[src/rtl/tty_bus.sv]
// tty_bus: multi-channel memory-mapped 8N1 UART on the c2hdl core bus.
// Each channel has a TX FIFO feeding a shift engine, and an RX engine with a
// 2-flop synchroniser feeding an RX FIFO, plus sticky overrun/framing flags.
//
// Register map (channel n at BASE+8n, addr[1:0] ignored, wdata[7:0] lane):
//   +0 write TXDATA : push byte, stalls (ready=0) while TX FIFO full
//   +0 read  STATUS : {16'b0, rx_count[7:0], 3'b0, framing_err, overrun,
//                      rx_empty, tx_idle, tx_full}; completing read clears
//                      the sticky flags (a same-edge set wins)
//   +4 read  RXDATA : head byte, stalls while RX FIFO empty, pops on completion
//   +4 write        : accepted and ignored
//
// Ports: clk, rstb (async active-low), valid/write/addr/size/wdata bus request,
//   rdata/ready bus response, hit (address decode, independent of valid),
//   tx[CHANNELS] serial out (idle high), rx[CHANNELS] asynchronous serial in.
// Optional: define TTY_IRQ_EN to add irq[CHANNELS] (registered, high while a
//   channel has RX data pending or a sticky error flag set).

module tty_bus_fifo #(
  parameter int DEPTH = 4
) (
  input  logic                   clk,
  input  logic                   rstb,
  input  logic                   push,
  input  logic [7:0]             din,
  input  logic                   pop,
  output logic [7:0]             dout,
  output logic                   full,
  output logic                   empty,
  output logic [$clog2(DEPTH):0] count
);
  localparam int AW = $clog2(DEPTH);
  localparam int PW = AW + 1;

  logic [7:0]    mem_q [DEPTH];
  logic [PW-1:0] wp_q, wp_d, rp_q, rp_d;
  logic          do_push, do_pop;

  assign count = wp_q - rp_q;
  assign full  = (count == PW'(DEPTH));
  assign empty = (count == '0);
  assign dout  = mem_q[rp_q[AW-1:0]];

  // A pop on a full FIFO frees the slot the same-edge push lands in;
  // a pop on an empty FIFO is ignored, so the same-edge push survives.
  always_comb begin
    do_pop  = pop && !empty;
    do_push = push && (!full || pop);
    wp_d    = wp_q + PW'(do_push);
    rp_d    = rp_q + PW'(do_pop);
  end

  always_ff @(posedge clk or negedge rstb) begin
    if (!rstb) begin
      wp_q <= '0;
      rp_q <= '0;
    end else begin
      wp_q <= wp_d;
      rp_q <= rp_d;
    end
  end

  always_ff @(posedge clk) begin
    if (do_push) mem_q[wp_q[AW-1:0]] <= din;
  end
endmodule

module tty_bus #(
  parameter int CHANNELS   = 2,
  parameter int FIFO_DEPTH = 4,
  parameter int DIV        = 16,
  parameter int BASE       = 'h3000,
  parameter int ADDR_W     = 32
) (
  input  logic                clk,
  input  logic                rstb,
  input  logic                valid,
  input  logic                write,
  input  logic [ADDR_W-1:0]   addr,
  input  logic [2:0]          size,
  input  logic [31:0]         wdata,
  output logic [31:0]         rdata,
  output logic                ready,
  output logic                hit,
  output logic [CHANNELS-1:0] tx,
  input  logic [CHANNELS-1:0] rx
`ifdef TTY_IRQ_EN
  ,
  output logic [CHANNELS-1:0] irq
`endif
);
  localparam int PW = $clog2(FIFO_DEPTH) + 1;
  localparam int CW = $clog2(DIV);

  typedef enum logic [1:0] {S_IDLE, S_START, S_DATA, S_STOP} state_e;

  logic [ADDR_W-1:0] rel;
  logic [ADDR_W-4:0] ch_idx;
  logic              off;
  logic              unused_ok;

  logic [CHANNELS-1:0] tx_push, rx_pop, st_clr;
  logic [CHANNELS-1:0] tx_full_w, rx_empty_w;
  logic [31:0]         status_w [CHANNELS];
  logic [7:0]          head_w   [CHANNELS];

  assign rel       = addr - ADDR_W'(BASE);
  assign ch_idx    = rel[ADDR_W-1:3];
  assign off       = addr[2];
  assign hit       = (addr >= ADDR_W'(BASE)) && (rel < ADDR_W'(8 * CHANNELS));
  assign unused_ok = ^{size, wdata[31:8], rel[2:0]};

  // Bus decode: ready/rdata are combinational; side effects only on valid.
  always_comb begin
    ready   = 1'b0;
    rdata   = '0;
    tx_push = '0;
    rx_pop  = '0;
    st_clr  = '0;
    if (hit) begin
      for (int unsigned i = 0; i < CHANNELS; i++) begin
        if (ch_idx == (ADDR_W-3)'(i)) begin
          if (!off) begin
            if (write) begin
              ready      = !tx_full_w[i];
              tx_push[i] = valid && !tx_full_w[i];
            end else begin
              ready     = 1'b1;
              rdata     = status_w[i];
              st_clr[i] = valid;
            end
          end else if (!write) begin
            ready     = !rx_empty_w[i];
            rdata     = {24'b0, head_w[i]};
            rx_pop[i] = valid && !rx_empty_w[i];
          end else begin
            ready = 1'b1;
          end
        end
      end
    end
  end

  for (genvar c = 0; c < CHANNELS; c++) begin : g_ch
    // ---------------- TX ----------------
    logic          tf_full, tf_empty, tf_pop;
    logic [7:0]    tf_head;
    logic [PW-1:0] tf_cnt_unused;

    tty_bus_fifo #(.DEPTH(FIFO_DEPTH)) u_txf (
      .clk   (clk),
      .rstb  (rstb),
      .push  (tx_push[c]),
      .din   (wdata[7:0]),
      .pop   (tf_pop),
      .dout  (tf_head),
      .full  (tf_full),
      .empty (tf_empty),
      .count (tf_cnt_unused)
    );

    state_e        ts_q, ts_d;
    logic [CW-1:0] tc_q, tc_d;
    logic [2:0]    tb_q, tb_d;
    logic [7:0]    tsh_q, tsh_d;
    logic          tx_q, tx_d;
    logic          t_last;

    assign t_last = (tc_q == CW'(DIV - 1));

    always_comb begin
      ts_d   = ts_q;
      tc_d   = tc_q;
      tb_d   = tb_q;
      tsh_d  = tsh_q;
      tx_d   = tx_q;
      tf_pop = 1'b0;
      unique case (ts_q)
        S_IDLE: begin
          if (!tf_empty) begin
            tf_pop = 1'b1;
            tsh_d  = tf_head;
            ts_d   = S_START;
            tc_d   = '0;
            tx_d   = 1'b0;
          end
        end
        S_START: begin
          if (t_last) begin
            ts_d = S_DATA;
            tc_d = '0;
            tb_d = '0;
            tx_d = tsh_q[0];
          end else begin
            tc_d = tc_q + CW'(1);
          end
        end
        S_DATA: begin
          if (t_last) begin
            tc_d = '0;
            if (tb_q == 3'd7) begin
              ts_d = S_STOP;
              tx_d = 1'b1;
            end else begin
              tb_d = tb_q + 3'd1;
              tx_d = tsh_q[tb_q + 3'd1];
            end
          end else begin
            tc_d = tc_q + CW'(1);
          end
        end
        default: begin // S_STOP: reload straight into START for gap-free frames
          if (t_last) begin
            tc_d = '0;
            if (!tf_empty) begin
              tf_pop = 1'b1;
              tsh_d  = tf_head;
              ts_d   = S_START;
              tx_d   = 1'b0;
            end else begin
              ts_d = S_IDLE;
            end
          end else begin
            tc_d = tc_q + CW'(1);
          end
        end
      endcase
    end

    always_ff @(posedge clk or negedge rstb) begin
      if (!rstb) begin
        ts_q  <= S_IDLE;
        tc_q  <= '0;
        tb_q  <= '0;
        tsh_q <= '0;
        tx_q  <= 1'b1;
      end else begin
        ts_q  <= ts_d;
        tc_q  <= tc_d;
        tb_q  <= tb_d;
        tsh_q <= tsh_d;
        tx_q  <= tx_d;
      end
    end

    assign tx[c]        = tx_q;
    assign tx_full_w[c] = tf_full;

    // ---------------- RX ----------------
    logic          rf_full, rf_empty, rf_push;
    logic [7:0]    rf_head;
    logic [PW-1:0] rf_cnt;

    state_e        rs_q, rs_d;
    logic [CW-1:0] rc_q, rc_d;
    logic [2:0]    rb_q, rb_d;
    logic [7:0]    rsh_q, rsh_d;
    logic          rs1_q, rs2_q, rp_q;
    logic          ovr_q, ovr_d, fe_q, fe_d;
    logic          ovr_set, fe_set;
    logic          r_last;

    tty_bus_fifo #(.DEPTH(FIFO_DEPTH)) u_rxf (
      .clk   (clk),
      .rstb  (rstb),
      .push  (rf_push),
      .din   (rsh_q),
      .pop   (rx_pop[c]),
      .dout  (rf_head),
      .full  (rf_full),
      .empty (rf_empty),
      .count (rf_cnt)
    );

    assign r_last = (rc_q == CW'(DIV - 1));

    always_comb begin
      rs_d    = rs_q;
      rc_d    = rc_q;
      rb_d    = rb_q;
      rsh_d   = rsh_q;
      rf_push = 1'b0;
      ovr_set = 1'b0;
      fe_set  = 1'b0;
      unique case (rs_q)
        S_IDLE: begin
          rc_d = '0;
          // falling edge on the synchronised line
          if (rp_q && !rs2_q) rs_d = S_START;
        end
        S_START: begin
          if (rc_q == CW'(DIV / 2 - 1)) begin
            rc_d = '0;
            rb_d = '0;
            rs_d = rs2_q ? S_IDLE : S_DATA;
          end else begin
            rc_d = rc_q + CW'(1);
          end
        end
        S_DATA: begin
          if (r_last) begin
            rc_d  = '0;
            rsh_d = {rs2_q, rsh_q[7:1]};
            rb_d  = rb_q + 3'd1;
            if (rb_q == 3'd7) rs_d = S_STOP;
          end else begin
            rc_d = rc_q + CW'(1);
          end
        end
        default: begin // S_STOP
          if (r_last) begin
            rc_d = '0;
            rs_d = S_IDLE;
            if (!rs2_q)       fe_set  = 1'b1;
            else if (rf_full) ovr_set = 1'b1;
            else              rf_push = 1'b1;
          end else begin
            rc_d = rc_q + CW'(1);
          end
        end
      endcase
      ovr_d = ovr_set || (ovr_q && !st_clr[c]);
      fe_d  = fe_set  || (fe_q  && !st_clr[c]);
    end

    always_ff @(posedge clk or negedge rstb) begin
      if (!rstb) begin
        rs1_q <= 1'b1;
        rs2_q <= 1'b1;
        rp_q  <= 1'b1;
        rs_q  <= S_IDLE;
        rc_q  <= '0;
        rb_q  <= '0;
        rsh_q <= '0;
        ovr_q <= 1'b0;
        fe_q  <= 1'b0;
      end else begin
        rs1_q <= rx[c];
        rs2_q <= rs1_q;
        rp_q  <= rs2_q;
        rs_q  <= rs_d;
        rc_q  <= rc_d;
        rb_q  <= rb_d;
        rsh_q <= rsh_d;
        ovr_q <= ovr_d;
        fe_q  <= fe_d;
      end
    end

    assign rx_empty_w[c] = rf_empty;
    assign head_w[c]     = rf_head;
    assign status_w[c]   = {16'b0, 8'(rf_cnt), 3'b0, fe_q, ovr_q, rf_empty,
                            (tf_empty && (ts_q == S_IDLE)), tf_full};

`ifdef TTY_IRQ_EN
    logic irq_q, irq_d;
    assign irq_d = !rf_empty || ovr_q || fe_q;
    always_ff @(posedge clk or negedge rstb) begin
      if (!rstb) irq_q <= 1'b0;
      else       irq_q <= irq_d;
    end
    assign irq[c] = irq_q;
`endif
  end
endmodule

[config.mk]
export PLATFORM = sky130hd
export DESIGN_NAME = tty_bus
export DESIGN_NICKNAME = d
export VERILOG_FILES = /design/src/rtl/tty_bus.sv
export SDC_FILE = /design/constraint.sdc
export NUM_CORES = 1
export LEC_CHECK = 0
export CAP_MARGIN = 20
export CELL_PAD_IN_SITES_DETAIL_PLACEMENT = 1
export CELL_PAD_IN_SITES_GLOBAL_PLACEMENT = 1
export CORE_UTILIZATION = 55
export DETAILED_ROUTE_END_ITERATION = 7
export DONT_BUFFER_PORTS = 1
export GPL_ROUTABILITY_DRIVEN = 0
export GPL_TIMING_DRIVEN = 1
export PLACE_DENSITY_LB_ADDON = 0.1
export SLEW_MARGIN = 30
export SYNTH_ARGS = -nofsm -noshare
export SYNTH_HDL_FRONTEND = slang
export SYNTH_SLANG_ARGS = --single-unit
[constraint.sdc]
create_clock -name clk -period 6.1 [get_ports clk]
set_clock_uncertainty 0.15 [all_clocks]
set_input_delay 1.22 -clock clk [delete_from_list [all_inputs] [get_ports clk]]
set_output_delay 1.22 -clock clk [all_outputs]
set_load 0.005 [all_outputs]
**Word level (Yosys, flattened, before mapping)**

Memory sizes are Yosys's and may differ from the RTL's.
Cells that the tools add are included.

- Flip-flop bits (word level): 104
- Latch bits: 0
- Bits in writable memories: 128
- Memory bits (read-only): 0
- Input bits: 73
- Output and inout port bits: 36
- Memories: 4

- Add/sub/neg operators: 21
- Multipliers: 0
- Divide/modulo/power cells: 0
- Magnitude comparators: 4
- Eq/ne operators: 41
- Shift-type cells: 0
- Multiplexer cells: 149
- Bitwise operators: 2
- Reductions and logical operators: 76

Memories:

| name | words | width | read ports | clocked after memory_dff | wr ports | line | text |
|---|---|---|---|---|---|---|---|
| g_ch[0].u_rxf.mem_q | 4 | 8 | 1 | 0 | 1 | 35 | `logic [7:0] mem_q [DEPTH];` |
| g_ch[0].u_txf.mem_q | 4 | 8 | 1 | 0 | 1 | 35 |  |
| g_ch[1].u_rxf.mem_q | 4 | 8 | 1 | 0 | 1 | 35 |  |
| g_ch[1].u_txf.mem_q | 4 | 8 | 1 | 0 | 1 | 35 |  |

Operators by type and width:

| cell | count |
|---|---|
| $mux W32 | 7 |
| $mux W1 | 73 |
| $mux W2 | 25 |
| $mux W4 | 10 |
| $mux W8 | 5 |
| $ne A2 B2 Y1 const B | 18 |
| $ge A32 B14 Y1 const B | 1 |
| $lt A32 B5 Y1 const B | 1 |
| $pmux W8 S2 | 2 |
| $sub A32 B14 Y32 const B | 1 |
| $mux W3 | 10 |
| $eq A29 B1 Y1 const B | 1 |
| $logic_not A29 Y1 | 1 |
| $add A3 B1 Y3 | 8 |
| $eq A3 B3 Y1 const B | 8 |
| $pmux W2 S3 | 4 |
| $pmux W3 S2 | 4 |
| $logic_and A1 B1 Y1 | 21 |
| $reduce_and A5 Y1 | 4 |
| $add A4 B1 Y4 const B | 4 |
| $eq A4 B4 Y1 const B | 4 |
| $pmux W4 S2 | 2 |
| $add A3 B1 Y3 const B | 4 |
| $logic_not A1 Y1 | 12 |
| other kinds (20) | 63 |

**Depth between registers and ports, before layout**

- Depth after elaboration: 12
- Gate-level depth with buffers: 12
- Mapped depth without buffers: 12

**Hierarchy**

A second synthesis with hierarchy kept.

- Cell total of the unflattened synthesis: 710
- Area, all modules: 10651.5 um^2

Modules (own cells, without submodules):

| module | instances | cells each | area an instance (um^2) |
|---|---|---|---|
| tty_bus | 1 | 417 | 4575.6 |
| tty_bus_fifo at g_ch[0].u_rxf ... | 3 | 73 | 1517.7 |
| tty_bus_fifo at g_ch[1].u_rxf | 1 | 74 | 1522.7 |

**Worst setup path before layout**

No wires, ideal clock.

- Path type: input to output
- Start point: input addr[17]
- End point: output rdata[4]
- Arrival: 3.422 ns
- Path slack: 1.308 ns
- Stages on the path: 8
- Buffers on the path: 2
- Cell sequence: or4_4 -> or3_1 -> buf_2 -> o41a_1 -> a2111oi_4 -> nand4_4 -> buf_6 -> nor4b_2

- Longest elaborated chain between the ends: 7
- Elaborated cells on any way between the ends: 12
- Those cells by class: add/sub: 1; order compare: 2; eq/ne: 1; mux: 6; reduce/logical: 2

Ends and longest elaborated chain:

| what | line | text |
|---|---|---|
| start, declared | 79 | `input logic [ADDR_W-1:0] addr,` |
| branches (longest 6 deep; another with $sub A32 B14 Y32) | - |  |
| $mux W32 (*) | 120 | `if (hit) begin` |
| end, declared | 82 | `output logic [31:0] rdata,` |

Every way passes the cells marked *.

**Worst setup path after layout**

- Start point: input addr[19]
- End point: output rdata[6]

Same word-level chain as after synthesis.

==> run metrics <==
area leader, netlist=edfxtp_1; ratio of cells with drive above 1 in the final layout=17.9%; setup_tns=0 ns; initial antenna violation count=0; post-route minimum period=5.23 ns; switching portion of total power=22.8%; top cell type's share of synthesized area=35.4%; Clock Power Share=40.7%; die area=20300 um^2; status=complete, no violations; CTS Hold Bufs=0; routed vias=6244; Min Hold Slack=0.207 ns; R2R setup slack=2.47 ns; gr ovfl total=0; clk root buf=clkbuf_16; RSZ-0062 raised after global routing=no; Max Cap Viol=0; CTS max path bufs=3; area delta synth->final=8.96%; asr flop ratio synth=44.8%; cell count after synthesis=771; DRC Markers=0; number of port buffers=0; Post-CTS Setup Bufs=0; Comb power frac=7.5%; Crit path arrival time=3.86 ns; R2R cell count=9; Post-Route WL=22.8 mm; clock-pin slew on the worst setup and hold paths=0.06 ns; clk sinks=232; Post-synth EDFFs=128; Highest Clock Rate=191 MHz; max-slew violations=0; Post-Syn Area=10800 um^2; CTS tree=done; global-route wire length before repair=36.7 mm; Initial Util=55.9%; RR Endpoint=g_ch[1].u_rxf.mem_q[0][7]; via/cell ratio=5.93; H-tree depth=1; worst path required time=4.73 ns; num rows=51; DR iter-0 viols=244; Slew HR=42.6%; clock latency on the worst-skew pair=0.51 ns; critical path capture point type=output pin; crit share post-route=85.7%; I/O pin total=109; hold-critical path endpoint=g_ch[0].rs2_q; Die Wd=142 um; wire per inst=21.6 um; CP Max Fanout=27; post-synthesis cell type count=66; WHS Path Cells=0; diode count=0; Synthesis Warnings=0; Final nets=889; Die H=142 um; Synth Flop Type=edfxtp_1; Leak Pwr=4.58 nW; maximum vdd ir drop=0.229 mV; setup violators final=0; Worst-Margin Slew=0.857 ns; origin of the worst min-delay path=g_ch[0].rs1_q; post-synthesis sequential area ratio=59.5%; P_int=0.00277 W; worst min path class=reg2reg; antenna violation net count after detailed routing=0; number of synthesized register bits=232; Core Area=19400 um^2; synthesized area per cell=14.1 um^2; hpwl dp=15.8 mm; DRT Pass-1 Iters=4; Reg power frac=51.8%; RR Startpoint=g_ch[1].u_rxf.rp_q[0]; vias in the first global route=6748; Cell Pwr Density=304 nW/um^2; final core occ=60.9%; top cells by area, synth=edfxtp_1 (35%), dfrtp_1 (22%), mux4_2 (7.9%); Crit Path Class=in2out; GRT Overall Usage=23.7%; number of CTS-inserted buffers=24; critical path startpoint category=input port; NetSw=0.000819 W; Fin. Hold Viols=0; cts repair resizes=0; largest net degree at the start of global routing=105
## flip-flops by register name, summed over array words and instances, names as in the netlist
register	flops
g_ch.fe_q	2
g_ch.ovr_q	2
g_ch.rb_q	6
g_ch.rc_q	8
g_ch.rp_q	2
g_ch.rs1_q	2
g_ch.rs2_q	2
g_ch.rs_q	4
g_ch.rsh_q	16
g_ch.tb_q	6
g_ch.tc_q	8
g_ch.ts_q	4
g_ch.tsh_q	16
g_ch.tx_q	2
g_ch.u_rxf.mem_q	64
g_ch.u_rxf.rp_q	6
g_ch.u_rxf.wp_q	6
g_ch.u_txf.mem_q	64
g_ch.u_txf.rp_q	6
g_ch.u_txf.wp_q	6
## synth_stat cells (all sizes together), types with 4 or more instances
| cell | n |
|---|---|
| edfxtp | 128 |
| nand4 | 4 |
| nand2 | 28 |
| xnor2 | 10 |
| dfrtp | 96 |
| a22oi | 4 |
| nor4 | 11 |
| nand2b | 5 |
| clkbuf | 28 |
| mux2 | 34 |
| nand3 | 29 |
| or3 | 6 |
| a211oi | 6 |
| nand3b | 9 |
| o21ai | 27 |
| a21o | 5 |
| o22ai | 6 |
| and3 | 12 |
| nor2b | 14 |
| o31ai | 4 |
| nor2 | 38 |
| nor3 | 21 |
| a21oi | 20 |
| mux4 | 38 |
| buf | 31 |
| nor3b | 5 |
| mux2i | 11 |
| ha | 44 |
| nor4b | 6 |
| inv | 22 |
| and2 | 5 |
| dfstp | 8 |
| xor2 | 14 |
## power by group through the flow
stage / Sequential [W] / Combinational [W] / Clock (W)
floorplan: 0.00182 / 0.000270 / 0
global placement: 0.00187 / 0.000246 / 0
detailed placement: 0.00189 / 0.000271 / 0
CTS: 0.00186 / 0.000275 / 0.00149
global route: 0.00187 / 0.000308 / 0.00154
finish: 0.00186 / 0.000271 / 0.00146
## cell usage in the layout (no fill, tap or decap), drive strengths merged, types with 8 or more instances in the layout
| cell | n |
|---|---|
| nor2b | 14 |
| buf | 12 |
| mux2 | 34 |
| nand3 | 29 |
| conb | 21 |
| inv | 22 |
| ha | 44 |
| mux4 | 38 |
| dfrtp | 96 |
| xor2 | 14 |
| nor3 | 21 |
| nand3b | 9 |
| mux2i | 11 |
| and3 | 12 |
| clkbuf | 33 |
| nand2 | 28 |
| edfxtp | 128 |
| xnor2 | 10 |
| dfstp | 8 |
| a21oi | 20 |
| o21ai | 27 |
| nor4 | 11 |
| nor2 | 38 |
## final cells by class
| cell class | instances | area (um^2) |
|---|---|---|
| fill | 1845 | 7580 |
| clock inverter | 11 | 113 |
| timing repair buffer | 12 | 90.1 |
| clock buffer | 33 | 686 |
| sequential | 232 | 6460 |
| multi-input combinational | 478 | 4060 |
| tap | 265 | 332 |
| inverter | 22 | 82.6 |
## layer usage
layer	vias to the layer above	wire, um	track usage [%]
li1	2874	-	-
met1	3222	9470	30.0
met2	111	12000	42.4
met3	37	794	3.43
met4	0	519	6.51
met5	-	0	0
## worst max-delay path by stage
stage	start	endpoint	slack (ns)	cells past startpoint
3_3_place_gp	addr[17]	rdata[1]	0.92	6
4_1_cts	addr[19]	rdata[1]	0.84	6
3_5_place_dp	addr[19]	rdata[1]	0.84	6
5_1_grt	addr[19]	rdata[3]	0.67	6
6_report	addr[19]	rdata[6]	0.87	6
2_1_floorplan	addr[17]	rdata[4]	1.31	8
## critical path, cell delays in order
cell and delay (ns):
or4_1 0.58, or3_1 0.44, o41a_1 0.38, a2111oi_4 0.25
nand4_4 0.44, nor4_1 0.54
## cell families after synthesis
group | synth area share (%)
flops | 59.5
simple gates | 10.6
compound gates | 6.31
mux | 12.4
buf+inv | 3.74
fa+ha+maj | 5.44
xor+xnor | 1.94
other cells | 0.0346
## metrics by stage
step	worst slack, ns	total power, W	cells	instance area [um^2]
after floorplan	1.31	0.00209	791	10900
after global routing	0.672	0.00372	1053	11800
final	0.870	0.00359	1053	11800
after CTS	0.838	0.00362	1053	11800
after detailed placement	0.841	0.00216	1009	11000
after global placement	0.918	0.00212	1009	11000
(Power assumes the default switching activity.)
